[config.mk]
export PLATFORM = sky130hd
export DESIGN_NAME = spc_ctl
export DESIGN_NICKNAME = d
export VERILOG_FILES = /design/src/rtl/spc_ctl.sv
export SDC_FILE = /design/constraint.sdc
export NUM_CORES = 1
export LEC_CHECK = 0
export BUFFER_PORTS_ARGS = -buffer_cell sky130_fd_sc_hd__buf_4
export CAP_MARGIN = 20
export CORE_ASPECT_RATIO = 1.75
export CORE_MARGIN = 5
export CORE_UTILIZATION = 49
export CTS_CLUSTER_DIAMETER = 40
export DETAILED_ROUTE_END_ITERATION = 12
export GPL_TIMING_DRIVEN = 1
export PLACE_DENSITY = 0.85
export SLEW_MARGIN = 25
export SYNTH_ARGS = -nofsm -noshare
export SYNTH_HDL_FRONTEND = slang
export SYNTH_SLANG_ARGS = --single-unit
[constraint.sdc]
create_clock -name clk -period 2.4 [get_ports clk]
set_clock_uncertainty 0.15 [all_clocks]
set_input_delay 0.24 -clock clk [delete_from_list [all_inputs] [get_ports clk]]
set_output_delay 0.24 -clock clk [all_outputs]
set_load 0.03 [all_outputs]
[src/rtl/spc_ctl.sv]
// Stack-pointer controller for the 32x19 SPC stack RAM.
// Turns CPU push/pop/replace requests into RAM cycles, shares the RAM with
// the spy/debug bus, tracks stack depth and keeps sticky overflow/underflow.
//
// state      | meaning
// -----------+----------------------------------------------------------
// S_IDLE     | accepts CPU ops (push completes here), grants spy requests
// S_POP_RD   | pop read data returns; pointer/depth step down
// S_REPL_RD  | replace: old top returns from RAM
// S_REPL_WR  | replace: latched data written to the top entry
// S_SPY_RD   | spy read data returns from RAM
// S_SPY_DONE | spy_ack pulse, back to idle
module spc_ctl #(
    parameter int AW     = 5,
    parameter int DW     = 19,
    parameter int STARVE = 8
) (
    input  logic          clk,
    input  logic          reset,
    input  logic          cpu_push,
    input  logic          cpu_pop,
    input  logic [DW-1:0] cpu_wdata,
    output logic          cpu_ready,
    output logic          cpu_rvalid,
    output logic [DW-1:0] cpu_rdata,
    input  logic          spy_req,
    input  logic          spy_we,
    input  logic          spy_ptr_we,
    input  logic          spy_clr,
    input  logic [AW-1:0] spy_addr,
    input  logic [DW-1:0] spy_wdata,
    output logic          spy_ack,
    output logic [DW-1:0] spy_rdata,
    output logic [AW-1:0] mem_raddr,
    output logic          mem_rden,
    input  logic [DW-1:0] mem_q,
    output logic [AW-1:0] mem_waddr,
    output logic          mem_wren,
    output logic [DW-1:0] mem_wdata,
    output logic [AW-1:0] spcptr,
    output logic [AW:0]   depth,
    output logic          ovf,
    output logic          unf
);

    localparam int SCW = $clog2(STARVE + 1);
    localparam logic [SCW-1:0] STARVE_C = SCW'(STARVE);
    localparam logic [SCW-1:0] SC_ONE   = SCW'(1);
    localparam logic [AW-1:0]  PTR_ONE  = AW'(1);
    localparam logic [AW:0]    DEP_ONE  = {{AW{1'b0}}, 1'b1};
    localparam logic [AW:0]    FULL     = {1'b1, {AW{1'b0}}};

    typedef enum logic [2:0] {
        S_IDLE     = 3'd0,
        S_POP_RD   = 3'd1,
        S_REPL_RD  = 3'd2,
        S_REPL_WR  = 3'd3,
        S_SPY_RD   = 3'd4,
        S_SPY_DONE = 3'd5
    } state_t;

    state_t         state_q, state_d;
    logic [AW-1:0]  spcptr_q, spcptr_d;
    logic [AW:0]    depth_q, depth_d;
    logic           ovf_q, ovf_d;
    logic           unf_q, unf_d;
    logic [SCW-1:0] starve_q, starve_d;
    logic [DW-1:0]  wbuf_q, wbuf_d;
    logic [DW-1:0]  cpu_rdata_q, cpu_rdata_d;
    logic           cpu_rvalid_q, cpu_rvalid_d;
    logic [DW-1:0]  spy_rdata_q, spy_rdata_d;
    logic           ovf_set, unf_set;
    logic           spy_grant, spy_busy;

    // State and datapath registers.
    always_ff @(posedge clk or negedge reset) begin
        if (!reset) begin
            state_q      <= S_IDLE;
            spcptr_q     <= '0;
            depth_q      <= '0;
            ovf_q        <= 1'b0;
            unf_q        <= 1'b0;
            starve_q     <= '0;
            wbuf_q       <= '0;
            cpu_rdata_q  <= '0;
            cpu_rvalid_q <= 1'b0;
            spy_rdata_q  <= '0;
        end else begin
            state_q      <= state_d;
            spcptr_q     <= spcptr_d;
            depth_q      <= depth_d;
            ovf_q        <= ovf_d;
            unf_q        <= unf_d;
            starve_q     <= starve_d;
            wbuf_q       <= wbuf_d;
            cpu_rdata_q  <= cpu_rdata_d;
            cpu_rvalid_q <= cpu_rvalid_d;
            spy_rdata_q  <= spy_rdata_d;
        end
    end

    // Next state, RAM strobes, pointer/depth/flag updates and spy arbitration.
    always_comb begin
        state_d      = state_q;
        spcptr_d     = spcptr_q;
        depth_d      = depth_q;
        wbuf_d       = wbuf_q;
        cpu_rdata_d  = cpu_rdata_q;
        cpu_rvalid_d = 1'b0;
        spy_rdata_d  = spy_rdata_q;
        ovf_set      = 1'b0;
        unf_set      = 1'b0;
        spy_grant    = 1'b0;
        cpu_ready    = 1'b0;
        spy_ack      = 1'b0;
        mem_raddr    = '0;
        mem_rden     = 1'b0;
        mem_waddr    = '0;
        mem_wren     = 1'b0;
        mem_wdata    = '0;

        case (state_q)
            S_IDLE: begin
                cpu_ready = (starve_q < STARVE_C);
                if (cpu_ready && cpu_push && !cpu_pop) begin
                    mem_wren  = 1'b1;
                    mem_waddr = spcptr_q + PTR_ONE;
                    mem_wdata = cpu_wdata;
                    spcptr_d  = spcptr_q + PTR_ONE;
                    if (depth_q == FULL) begin
                        ovf_set = 1'b1;
                    end else begin
                        depth_d = depth_q + DEP_ONE;
                    end
                end else if (cpu_ready && cpu_pop && !cpu_push) begin
                    mem_rden  = 1'b1;
                    mem_raddr = spcptr_q;
                    state_d   = S_POP_RD;
                end else if (cpu_ready && cpu_pop && cpu_push) begin
                    mem_rden  = 1'b1;
                    mem_raddr = spcptr_q;
                    wbuf_d    = cpu_wdata;
                    state_d   = S_REPL_RD;
                end else if (spy_req) begin
                    spy_grant = 1'b1;
                    if (spy_ptr_we) begin
                        spcptr_d = spy_addr;
                        state_d  = S_SPY_DONE;
                    end else if (spy_we) begin
                        mem_wren  = 1'b1;
                        mem_waddr = spy_addr;
                        mem_wdata = spy_wdata;
                        state_d   = S_SPY_DONE;
                    end else begin
                        mem_rden  = 1'b1;
                        mem_raddr = spy_addr;
                        state_d   = S_SPY_RD;
                    end
                end
            end
            S_POP_RD: begin
                cpu_rdata_d  = mem_q;
                cpu_rvalid_d = 1'b1;
                spcptr_d     = spcptr_q - PTR_ONE;
                if (depth_q == '0) begin
                    unf_set = 1'b1;
                end else begin
                    depth_d = depth_q - DEP_ONE;
                end
                state_d = S_IDLE;
            end
            S_REPL_RD: begin
                cpu_rdata_d  = mem_q;
                cpu_rvalid_d = 1'b1;
                state_d      = S_REPL_WR;
            end
            S_REPL_WR: begin
                mem_wren  = 1'b1;
                mem_waddr = spcptr_q;
                mem_wdata = wbuf_q;
                state_d   = S_IDLE;
            end
            S_SPY_RD: begin
                spy_rdata_d = mem_q;
                state_d     = S_SPY_DONE;
            end
            S_SPY_DONE: begin
                spy_ack = 1'b1;
                state_d = S_IDLE;
            end
            default: state_d = S_IDLE;
        endcase

        // A flag event in the same cycle as spy_clr leaves the flag set.
        ovf_d = ovf_set | (ovf_q & ~spy_clr);
        unf_d = unf_set | (unf_q & ~spy_clr);

        // Only cycles spent waiting count toward starvation; the cycles of
        // the spy access itself would otherwise leave a stale count behind.
        spy_busy = (state_q == S_SPY_RD) || (state_q == S_SPY_DONE);
        starve_d = starve_q;
        if (spy_grant) begin
            starve_d = '0;
        end else if (spy_req && !spy_busy && (starve_q < STARVE_C)) begin
            starve_d = starve_q + SC_ONE;
        end
    end

    assign cpu_rvalid = cpu_rvalid_q;
    assign cpu_rdata  = cpu_rdata_q;
    assign spy_rdata  = spy_rdata_q;
    assign spcptr     = spcptr_q;
    assign depth      = depth_q;
    assign ovf        = ovf_q;
    assign unf        = unf_q;

endmodule

* Yosys cells after proc, flatten, opt, wreduce, memory -nomap -nowiden *
Cells that the tools add are included.
W data, S select, Z words.

storage, ports and cells
  input port bits = 70
  output and inout port bits = 85
  logic and storage cells = 125
  bits in registers = 78

cells by class
  reductions and logical operators = 20
  equality and inequality tests = 15
  muxes and demuxes = 67
  add/sub/neg operators = 5
  bitwise logic cells = 7
  magnitude comparators = 1

operators with widths
  kind                   count
  $mux W19               6
  $mux W5                18
  $pmux W19 S2           1
  $mux W1                28
  $pmux W5 S2            2
  $mux W6                3
  $mux W3                4
  $ne A3 B3 Y1 const B   4
  $pmux W6 S2            1
  $pmux W3 S3            1
  $mux W4                2
  $ne A2 B2 Y1 const B   4
  $reduce_and A4 Y1      2
  $logic_and A1 B1 Y1    7
  $add A6 B1 Y6 const B  1
  $eq A3 B2 Y1 const B   2
  $eq A3 B3 Y1 const B   2
  $eq A6 B6 Y1 const B   1
  $logic_not A6 Y1       1
  $sub A6 B1 Y6 const B  1
  $add A5 B1 Y5 const B  1
  $reduce_and A5 Y1      1
  $sub A5 B1 Y5 const B  1
  $add A4 B1 Y4 const B  1
  other kinds (13)       20

* Logic depth before layout (Yosys ltp) *
Gate-level depths: netlist of the first run.

  depth in word-level cells = 8
  gate-level depth with buffers = 9
  gate-level depth less buffers = 7

* Worst setup path before layout of the first run *
Ideal clock, no wire load.

  path type = reg2out
  start point = register starve_q[3]
  end point = output port mem_waddr[0]
  slack = -142 ps
  arrival = 2,152 ps
  cell stages (with the launch flop) = 5
  data required time = 2,010 ps
  path buffers = 1
  cell sequence = dfrtp_1 > nor3b_1 > clkbuf_1 > a22oi_1 > o21ai_0

on the way
  cells in the longest elaborated chain, start to end = 7
  elaborated cells between the ends (all ways) = 10
  those cells by class = order compare: 1; mux: 4; reduce/logical: 5

ends and longest elaborated chain
  element                 line      source
  start, declared         67        logic [SCW-1:0] starve_q, starve_d;
  start signal, assigned  94        starve_q <= starve_d;
  $lt A4 B4 Y1 *          124       cpu_ready = (starve_q < STARVE_C);
  $logic_and A1 B1 Y1     135, 139
  $logic_and A1 B1 Y1     139       end else if (cpu_ready && cpu_pop && cpu_push) begin
  $mux W5                 139
  $mux W5                 135       end else if (cpu_ready && cpu_pop && !cpu_push) begin
  $mux W5 *               125       if (cpu_ready && cpu_push && !cpu_pop) begin
  $pmux W5 S2 *           122       case (state_q)
  end, declared           37        output logic [AW-1:0] mem_waddr,

Every way passes the cells marked *; elsewhere a longest branch is shown, timed or not.

* Final worst setup path of the first run *
  start point = register starve_q[3]
  end point = output port mem_waddr[4]

Same word-level chain as after synthesis.

==> run summary, run 1 <==
Syn_area_per_cell: 11.2 µm²
Initial Utilization: 50.0%
I/O Pins: 155
Pin count of the biggest net entering global routing: 43
Global route overflow: 0
CTS tree: yes
Slew margin rel.: 61.6%
CP Class: reg2out
Final setup vio count: 0
WL final: 12,200 µm
Root Buffer: clkbuf_16
Min Tclk post-route: 2.39 ns
Number of flops mapped to enable cells by yosys: 0
Total CTS buffers: 9
Post-DP HPWL: 8350 µm
#FFs+latches synth: 78
Nets: 613
Layout cell share with drive strength beyond 1: 49.0%
PortBufs: 154
CTS H-tree depth: 3
RSZ-0062 raised after global routing: true
Final period util: 99.8%
Hold_ws: 0.00763 ns
Core Util, Final: 75.7%
Vias in the first global route: 3,820
Gpl congestion: 0.920
Post-synthesis sequential area ratio: 49.4%
Max Fclk: 418 MHz
Max-slew violation count: 0
Critical Path Start Type: flip-flop
Yosys warning total: 0
Area grow syn2layout: 51.5%
Worst skew pair latency: 0.33 ns
Core ar.: 0.00791 mm²
Total track usage: 23.9%
Max Cap Viol: 0
Status: complete, no violations
Post-synth ARST share: 100%
Vias: 3,690
Cell area after synthesis: 0.00395 mm²
Post-Syn Nets: 427
Die ar.: 0.0100 mm²
HP Class: in2reg
Placement Cell Area: 0.00527 mm²
PwrDens: 1440 mW/mm²
Max Root-Sink Buffers: 2
Global-route wire length before repair: 19,100 µm
Actual slew at the worst max-slew pin: 0.576 ns
Post-Layout Cell Count: 633
Max VDD drop: 1.10 mV
Fin area: 0.00599 mm²
Initial DRC count: 315
Detailed-route DRC error count: 0
# rows: 43
WP data required: 2.01 ns
WL/cell: 19.2 µm
Leakage: 2.90 nW
Routed Antenna Nets: 0
Width of the chip: 77.9 µm
Unique cell type count in the Yosys netlist: 49
Hold Vio Cnt, Final: 0
CTS Sinks: 78
Max FO, Critical Path: 7
Initial antenna violation count: 0
Placed insts: 590
Die height: 129 µm
Vias per cell: 5.83
Crit path arrival time: 2.00 ns
Crit end category: primary output
PnR Total Power: 8.60 mW
Clock transition at path regs: 0.06 ns
Diode count: 0
Top FF cell, synth: dfrtp_1
Pre-Repair DR Iteration Count: 7
Mapped Cells: 353
-- cells by family after synthesis --
kind of cell    Yosys count  share of synthesized area (%)
compound gates           71                           13.7
xor+xnor                 10                           2.22
fa+ha+maj                 4                           1.27
buf+inv                  51                           5.07
flops                    78                           49.4
mux                      63                           17.8
simple gates             76                           10.5
-- layout make-up --
| type | count | area (µm²) |
|---|---|---|
| flip-flops and latches | 78 | 1960 |
| fillers | 511 | 1920 |
| multi-input cells | 224 | 1850 |
| repair buffers | 199 | 1650 |
| clock buffers | 12 | 246 |
| well taps | 90 | 113 |
| inverters | 27 | 101 |
| clock inverters | 3 | 68.8 |
-- per-layer routing --
metal,part of all wire [%],global-route usage [%],up-vias
met2,56,44.7,187
met4,3.2,11.5,0
met1,33,24.4,1804
met3,7.1,5.46,34
li1,-,-,1665
met5,0,0,-
-- path summary, 6_finish.rpt --
kind	cells past startpoint	slack, ns	to	from
max	7	0.005	mem_waddr[4]	starve_q[3]
min	2	0.008	wbuf_q[15]	cpu_wdata[15]
max reg2reg	6	0.07	depth[2]	depth[1]
min reg2reg	1	0.35	ovf	ovf
max in group asynchronous	3	1.21	spy_rdata[4]	reset
min in group asynchronous	2	0.30	spcptr[4]	reset
-- synth_stat cells, types with 3 or more instances --
| library cell | count | area [µm²] |
|---|---|---|
| dfrtp_1 | 78 | 1950 |
| mux2_2 | 59 | 664 |
| inv_1 | 27 | 101 |
| clkbuf_1 | 22 | 82.6 |
| a222oi_1 | 19 | 190 |
| nand2_1 | 18 | 67.6 |
| nor2_1 | 18 | 67.6 |
| a21oi_1 | 13 | 65.1 |
| o21ai_0 | 11 | 55.1 |
| xnor2_1 | 6 | 52.6 |
| and3_1 | 5 | 31.3 |
| nand3_1 | 5 | 25.0 |
| a211oi_1 | 4 | 30.0 |
| ha_1 | 4 | 50.1 |
| mux2i_1 | 4 | 40.0 |
| nor2b_1 | 4 | 25.0 |
| nor3_1 | 4 | 20.0 |
| nor3b_1 | 4 | 30.0 |
| xor2_1 | 4 | 35.0 |
| a22oi_1 | 3 | 22.5 |
| o22ai_1 | 3 | 18.8 |
-- through the flow --
| step | worst slack, ns | setup TNS, ns |
|---|---|---|
| after global routing | -0.0677 | -0.598 |
| after global placement | 0.203 | 0 |
| after floorplan | 0.0265 | 0 |
| after CTS | 0.00330 | 0 |
| after detailed placement | 0.156 | 0 |
| final | 0.00502 | 0 |
-- report_power, final --
group	internal (mW)	switching [mW]	total (mW)
clock network	0.935	0.500	1.44
registers	1.98	0.522	2.50
logic	2.05	2.61	4.66
-- flip-flops by register name, indices dropped and copies added, names as in the netlist --
register    count
cpu_rdata      19
spy_rdata      19
wbuf_q         19
depth           6
spcptr          5
starve_q        4
state_q         3
cpu_rvalid      1
ovf             1
unf             1
-- what timing repair did --
| item | 4_1_cts | 5_1_grt |
|---|---|---|
| gates cloned | 2 | 0 |
| endpoints found under the hold margin | 73 | 0 |
| pin swaps | 1 | 2 |
| endpoints found under the setup margin | 25 | 26 |
| gates resized for setup | 15 | 24 |
| setup buffers | 2 | 0 |
| hold buffers | 24 | 0 |
-- critical path: stages, from the launching register on --
cell,delay (ns)
dfrtp_2,0.39
buf_4,0.13
buf_4,0.13
o21ba_2,0.15
nor2_1,0.30
a2bb2oi_1,0.12
o21ai_0,0.24
buf_4,0.21
-- cells in the final DEF (no fill, tap or decap), types with 2 or more instances in the layout --
master	n
xnor2_1	6
dfrtp_1	75
and3_1	5
clkbuf_16	9
nor3b_1	2
xor2_1	4
ha_1	3
a22oi_1	3
mux2_2	59
a31o_2	2
a211oi_1	4
o32a_1	2
inv_1	27
a31oi_1	2
nand3b_1	2
nor2_1	15
mux2i_1	4
dlygate4sd3_1	24
a32o_1	2
buf_6	23
a222oi_1	19
clkbuf_1	2
a21oi_1	13
o21ai_1	3
a2bb2oi_1	2
or3b_1	2
nor2b_1	3
nand2_1	18
buf_4	151
nand2b_1	2
nor3_1	4
bufinv_16	2
nand3_1	5
o21ai_0	8
nor2_2	2
dfrtp_2	3
or2_2	2
o22ai_1	3
(Power assumes the default switching activity.)
==> run 2: changes to the inputs <==
--- a/config.mk
+++ b/config.mk
@@ -7,14 +7,13 @@
 export LEC_CHECK = 0
 export BUFFER_PORTS_ARGS = -buffer_cell sky130_fd_sc_hd__buf_4
 export CAP_MARGIN = 20
-export CORE_ASPECT_RATIO = 1.75
+export CORE_ASPECT_RATIO = 0.5
 export CORE_MARGIN = 5
 export CORE_UTILIZATION = 49
 export CTS_CLUSTER_DIAMETER = 40
 export DETAILED_ROUTE_END_ITERATION = 12
 export GPL_TIMING_DRIVEN = 1
 export PLACE_DENSITY = 0.85
-export SLEW_MARGIN = 25
 export SYNTH_ARGS = -nofsm -noshare
 export SYNTH_HDL_FRONTEND = slang
 export SYNTH_SLANG_ARGS = --single-unit
==> run 2 against run 1 <==
Net effect: sequential power about the same; non-clock buffer count increased by 10; worst setup slack better by 0.00054 ns; global-route usage decreased by 0.40 points; largest cell class unchanged.
==> run summary, run 2 (same netlist as run 1, synthesis figures left out) <==
Placement Cell Area: 0.00532 mm² (+1.0%)
Commonest non-fill, non-tap cell in the layout: buf_4
Worst reg-to-reg path cell count: 4 (-2)
Global route overflow: 0 (unchanged)
Die height: 73.5 µm (-43%)
Pin count of the biggest net entering global routing: 49 (+14%)
CTS H-tree depth: 3 (unchanged)
PortBufs: 154 (unchanged)
Initial DRC count: 353 (+12%)
Commonest cells after routing, fill and taps aside: 172 x buf_4, 75 x dfrtp_1, 59 x mux2_2
Detailed-route DRC error count: 0 (unchanged)
Status: complete, no violations
Max-slew violation count: 0 (unchanged)
Worst hold path endpoint: wbuf_q[9]
DP Worst Slack: -0.116 ns (-0.272 ns)
Final setup vio count: 0 (unchanged)
WP data required: 2.01 ns (about the same)
RSZ-0062 raised after global routing: true
Slew margin rel.: 58.4% (-3.2 points)
Largest delay share family, worst path: flip-flops
Most Frequent Cell on Critical Path: buf_4
# rows: 23 (-47%)
Leakage: 2.92 nW (+0.91%)
Setup WS post-layout: 0.00556 ns (+0.000537 ns)
Crit-path max cell delay: 0.47 ns (+0.08 ns)
Core ar.: 0.00791 mm² (about the same)
Root Buffer: clkbuf_16
Crit-path cells: nor3b_4 -> nor4_4 -> buf_4 -> a222oi_1 -> inv_1 -> buf_4
Setup TNS: 0 ns (unchanged)
Initial Utilization: 49.9% (about the same)
Core Util, Final: 76.4% (+0.66 points)
R2R Setup Slk: 0.23 ns (+0.16 ns)
WL/cell: 18.0 µm (-6.5%)
Layout cell share with drive strength beyond 1: 50.0% (+1.0 points)
Hold path cells: 2 (unchanged)
Total CTS buffers: 9 (unchanged)
Total track usage: 23.5% (-0.40 points)
Crit path arrival time: 2.00 ns (about the same)
Placed insts: 616 (+4.4%)
Reg-to-reg endpoint: spcptr[3]
Hold_sp: cpu_wdata[9]
Initial antenna violation count: 0 (unchanged)
Max Root-Sink Buffers: 2 (unchanged)
RR Startpoint: starve_q[3]
CP max-delay cell: dfrtp_2
Actual slew at the worst max-slew pin: 0.624 ns (+0.0474 ns)
Nets: 623 (+1.6%)
PwrDens: 1410 mW/mm² (-1.5%)
CTS tree: yes
Die ar.: 0.0101 mm² (+0.38%)
Buf/Inv on CP: 3 (unchanged)
Diode count: 0 (unchanged)
Routed Antenna Nets: 0 (unchanged)
Post-Layout Cell Count: 666 (+5.2%)
Pre-Repair DR Iteration Count: 7 (unchanged)
Width of the chip: 137 µm (+76%)
Max VDD drop: 0.899 mV (-18%)
PnR Total Power: 8.55 mW (-0.61%)
CTS Sinks: 78 (unchanged)
Fin area: 0.00604 mm² (+0.94%)
Hold_ws: 0.00343 ns (-0.00420 ns)
Hold Vio Cnt, Final: 0 (unchanged)
Gpl congestion: 0.815 (-12%)
Worst skew pair latency: 0.33 ns (about the same)
Max Fclk: 418 MHz (about the same)
WL final: 12,000 µm (-1.7%)
Vias in the first global route: 3,707 (-3.0%)
HP Class: in2reg
Post-DP HPWL: 7990 µm (-4.3%)
Max FO, Critical Path: 7 (unchanged)
I/O Pins: 155 (unchanged)
Area grow syn2layout: 52.9%
Max Cap Viol: 0 (unchanged)
Crit end category: primary output
Global-route wire length before repair: 18,600 µm (-2.5%)
Vias: 3,647 (-1.2%)
Vias per cell: 5.48 (-6.1%)
Min Tclk post-route: 2.39 ns (-0.000537 ns)
FILL cells: 488 (-4.5%)
Clock transition at path regs: 0.06 ns (about the same)
Final period util: 99.8% (about the same)
Critical Path Start Type: flip-flop
CP Class: reg2out
-- run 2: cell count changes in the layout (fill, tap and decap cells not counted), sizes merged --
cell / before / now
clkbuf: 12 / 10
clkinvlp: 0 / 3
dlygate4sd3: 24 / 26
buf: 175 / 183
inv: 27 / 28
bufinv: 2 / 1
-- run 2: how the worst max path moves through the flow --
| stage | startpoint | endpoint | cells past startpoint |
|---|---|---|---|
| 3_5_place_dp | state_q[2] | mem_wdata[1] | 5 |
| 4_1_cts | starve_q[3] | mem_wdata[13] | 6 |
| 3_3_place_gp | state_q[2] | mem_wdata[16] | 5 |
| 5_1_grt | starve_q[3] | mem_wdata[0] | 6 |
| 6_report | starve_q[3] | mem_wdata[0] | 6 |
| 2_1_floorplan | state_q[2] | mem_waddr[2] | 6 |
-- run 2: layout make-up --
cell class                 count  area [µm²]  share of cell area, %
clock buffer                  10         229                   3.79
clock inverter                 6        70.1                   1.16
inverter                      27         101                   1.68
multi-input combinational    224        1850                   30.6
sequential                    78        1960                   32.4
tap                          112         140                   2.32
timing repair buffer         209        1700                   28.1
-- run 2: power by group --
group | leakage (nW) | total [mW] | internal [mW] | switching [mW]
Combinational | 1.86 | 4.70 | 2.09 | 2.60
Sequential | 0.927 | 2.49 | 1.98 | 0.506
Clock | 0.135 | 1.36 | 0.811 | 0.553
Total | 2.92 | 8.55 | 4.89 | 3.66
-- run 2: metal layers --
metal / routed length, µm / vias to the layer above / track usage [%]
met4: 263 / 0 / 8.63
met3: 811 / 25 / 5.47
met1: 4730 / 1802 / 29.2
li1: - / 1682 / -
met5: 0 / - / 0
met2: 6170 / 138 / 40.5
-- run 2: what timing repair did --
action / in CTS / in global routing
gates cloned: 0 / 1
buffers inserted: 3 / 4
endpoints found under the hold margin: 77 / 2
hold buffers: 24 / 2
setup endpoints to repair: 25 / 28
pin swaps: 3 / 11
gates resized for setup: 8 / 22
==> run 3: changes to the inputs <==
--- a/config.mk
+++ b/config.mk
@@ -9,11 +9,11 @@
 export CAP_MARGIN = 20
 export CORE_ASPECT_RATIO = 0.5
 export CORE_MARGIN = 5
-export CORE_UTILIZATION = 49
+export CORE_UTILIZATION = 44
 export CTS_CLUSTER_DIAMETER = 40
 export DETAILED_ROUTE_END_ITERATION = 12
 export GPL_TIMING_DRIVEN = 1
-export PLACE_DENSITY = 0.85
+export PLACE_DENSITY = 0.81
 export SYNTH_ARGS = -nofsm -noshare
 export SYNTH_HDL_FRONTEND = slang
 export SYNTH_SLANG_ARGS = --single-unit
==> constraint.sdc (replaced) <==
create_clock -name clk -period 1.9 [get_ports clk]
set_clock_uncertainty 0.15 [all_clocks]
set_input_delay 0.19 -clock clk [delete_from_list [all_inputs] [get_ports clk]]
set_output_delay 0.19 -clock clk [all_outputs]
set_load 0.03 [all_outputs]
==> run 3 against run 2 <==
Net effect: the flow now finishes with violations (negative setup slack); final cell count is 7.2% higher; highest routed layer unchanged; first-iteration DRC count is 16% higher; worst setup slack worse by 0.51 ns; register-to-register slack worse by 0.43 ns; via count is 15% higher; sequential power is 27% higher; critical endpoint is now mem_wdata[3].
==> run summary, run 3 (same netlist as run 1, synthesis figures left out) <==
Global-route wire length before repair: 21,400 µm (+15%)
HP Class: in2reg
RR Startpoint: state_q[2]
Crit end category: primary output
Reg-to-reg endpoint: depth[4]
Routed Antenna Nets: 0 (unchanged)
Hold_ws: 0.0346 ns (+0.0312 ns)
Vias in the first global route: 4,195 (+13%)
# rows: 24 (+4.3%)
FILL cells: 471 (-3.5%)
Max Root-Sink Buffers: 2 (unchanged)
WP data required: 1.56 ns (-0.45 ns)
Final period util: 127%
Max Cap Viol: 0 (unchanged)
Initial antenna violation count: 0 (unchanged)
Initial DRC count: 411 (+16%)
Die height: 77.0 µm (+4.8%)
WL final: 15,500 µm (+30%)
WL/cell: 21.7 µm (+21%)
Total CTS buffers: 9 (unchanged)
Multi-input gate area: 0.00213 mm² (+15%)
Pin count of the biggest net entering global routing: 48 (-2.0%)
Commonest non-fill, non-tap cell in the layout: buf_4
Critical Path Start Type: flip-flop
Crit path arrival time: 2.07 ns (+0.07 ns)
R2R Setup Slk: -0.20 ns (-0.43 ns)
Worst reg-to-reg path cell count: 8 (+4)
Slew margin rel.: 62.8% (+4.4 points)
CP max-delay cell: a222oi_1
Buf/Inv on CP: 4 (+1)
Max VDD drop: 1.17 mV (+30%)
Layout cell share with drive strength beyond 1: 61.5% (+11 points)
Cell count along the critical path: 7 (+1)
Max FO, Critical Path: 5 (-2)
Area grow syn2layout: 74.6%
Initial Utilization: 45.2% (-4.7 points)
Min Tclk post-route: 2.41 ns
Max Fclk: 415 MHz
Vias: 4,178 (+15%)
CP Class: reg2out
Worst skew pair latency: 0.34 ns (about the same)
Core ar.: 0.00874 mm² (+10%)
Worst setup path endpoint: mem_wdata[3]
Crit-path max cell delay: 0.49 ns (+0.02 ns)
Clock transition at path regs: 0.07 ns (about the same)
CTS H-tree depth: 3 (unchanged)
CTS tree: yes
Setup WS post-layout: -0.509 ns (-0.515 ns)
I/O Pins: 155 (unchanged)
Fin area: 0.00690 mm² (+14%)
Global route overflow: 0 (unchanged)
CTS Sinks: 78 (unchanged)
Final setup vio count: 67 (+67)
Critical path origin: starve_q[3]
Total track usage: 24.2% (+0.73 points)
Actual slew at the worst max-slew pin: 0.557 ns (-0.0670 ns)
Hold Vio Cnt, Final: 0 (unchanged)
Detailed-route DRC error count: 0 (unchanged)
Diode count: 0 (unchanged)
Leakage: 3.22 nW (+10%)
Top sig layer: met4
Commonest cells after routing, fill and taps aside: 154 x buf_4, 74 x dfrtp_1, 59 x mux2_2
Width of the chip: 144 µm (+5.1%)
Gpl congestion: 0.939 (+15%)
Root Buffer: clkbuf_16
Max-slew violation count: 0 (unchanged)
Vias per cell: 5.85 (+6.9%)
Post-Layout Cell Count: 714 (+7.2%)
Largest delay share family, worst path: buffers and inverters
M1 wire length: 5610 µm (+19%)
Core Util, Final: 79.0% (+2.6 points)
Crit-path cells: buf_6 -> nor2b_4 -> nor4_4 -> buf_4 -> a222oi_1 -> inv_2 -> buf_6
PortBufs: 154 (unchanged)
Status: finished with violations
PwrDens: 1790 mW/mm² (+26%)
WL met3: 1540 µm (+90%)
Die ar.: 0.0111 mm² (+10%)
Post-DP HPWL: 8310 µm (+4.0%)
Pre-Repair DR Iteration Count: 6 (-1)
RSZ-0062 raised after global routing: true
Met2 Wirelength: 7710 µm (+25%)
Sequential cell area: 0.00196 mm² (about the same)
Violated checks: negative setup slack
Nets: 666 (+6.9%)
Most Frequent Cell on Critical Path: buf_6
Placed insts: 648 (+5.2%)
Placement Cell Area: 0.00565 mm² (+6.2%)
## run 3: cell types whose count changed in the layout (fill, tap and decap cells not counted), sizes merged
cell / previous run / this run
clkinvlp: 3 / 1
buf: 183 / 212
bufinv: 1 / 0
dlygate4sd3: 26 / 39
clkinv: 1 / 2
inv: 28 / 31
## run 3: what timing repair did
action / 4_1_cts / 5_1_grt
pin swaps: 7 / 25
gates resized for setup: 52 / 60
endpoints found under the hold margin: 88 / 0
setup endpoints to repair: 58 / 63
buffers inserted: 2 / 10
cloned: 0 / 2
hold buffers: 39 / 0
## run 3: routing by layer
| metal | global-route usage [%] | vias to the layer above |
|---|---|---|
| met4 | 9.30 | 0 |
| met2 | 43.2 | 279 |
| met5 | 0 | - |
| met1 | 26.9 | 2052 |
| li1 | - | 1775 |
| met3 | 7.58 | 72 |
## run 3: report_power, final
group | switching (mW) | leakage, nW | internal, mW | total, mW
clock network | 0.781 | 0.139 | 0.913 | 1.69
registers | 0.651 | 0.926 | 2.50 | 3.15
logic | 4.02 | 2.15 | 3.46 | 7.48
total | 5.45 | 3.22 | 6.87 | 12.3
## run 3: stage by stage
stage          setup slack, ns  total power [mW]  setup TNS (ns)
2_1_floorplan           -0.296              6.90           -3.34
3_3_place_gp            -0.210              9.19           -4.65
3_5_place_dp            -0.219              9.35           -5.34
4_1_cts                 -0.454              11.4          -12.23
5_1_grt                 -0.565              12.9          -19.58
6_report                -0.509              12.3          -16.11
## run 3: final cells by class
class / count / share of cell area, %
repair buffers: 252 / 32.9
multi-input cells: 224 / 30.9
flip-flops and latches: 78 / 28.4
clock buffers: 9 / 3.26
well taps: 117 / 2.12
inverters: 27 / 1.47
clock inverters: 7 / 0.907
## run 3: worst min-delay path by stage
| stage | start | to | slack (ns) | depth (start not counted) |
|---|---|---|---|---|
| 3_3_place_gp | reset | cpu_rdata[10] | 0.004 | 1 |
| 3_5_place_dp | reset | cpu_rdata[10] | 0.006 | 1 |
| 6_report | spy_clr | unf | 0.03 | 3 |
| 2_1_floorplan | reset | cpu_rdata[0] | -0.26 | 0 |
| 4_1_cts | spy_clr | ovf | 0.01 | 3 |
| 5_1_grt | spy_clr | unf | 0.07 | 3 |
## run 3: worst min-delay path, cell delays in order
cell and delay (ns):
buf_4 0.11, inv_1 0.07, a32o_1 0.13
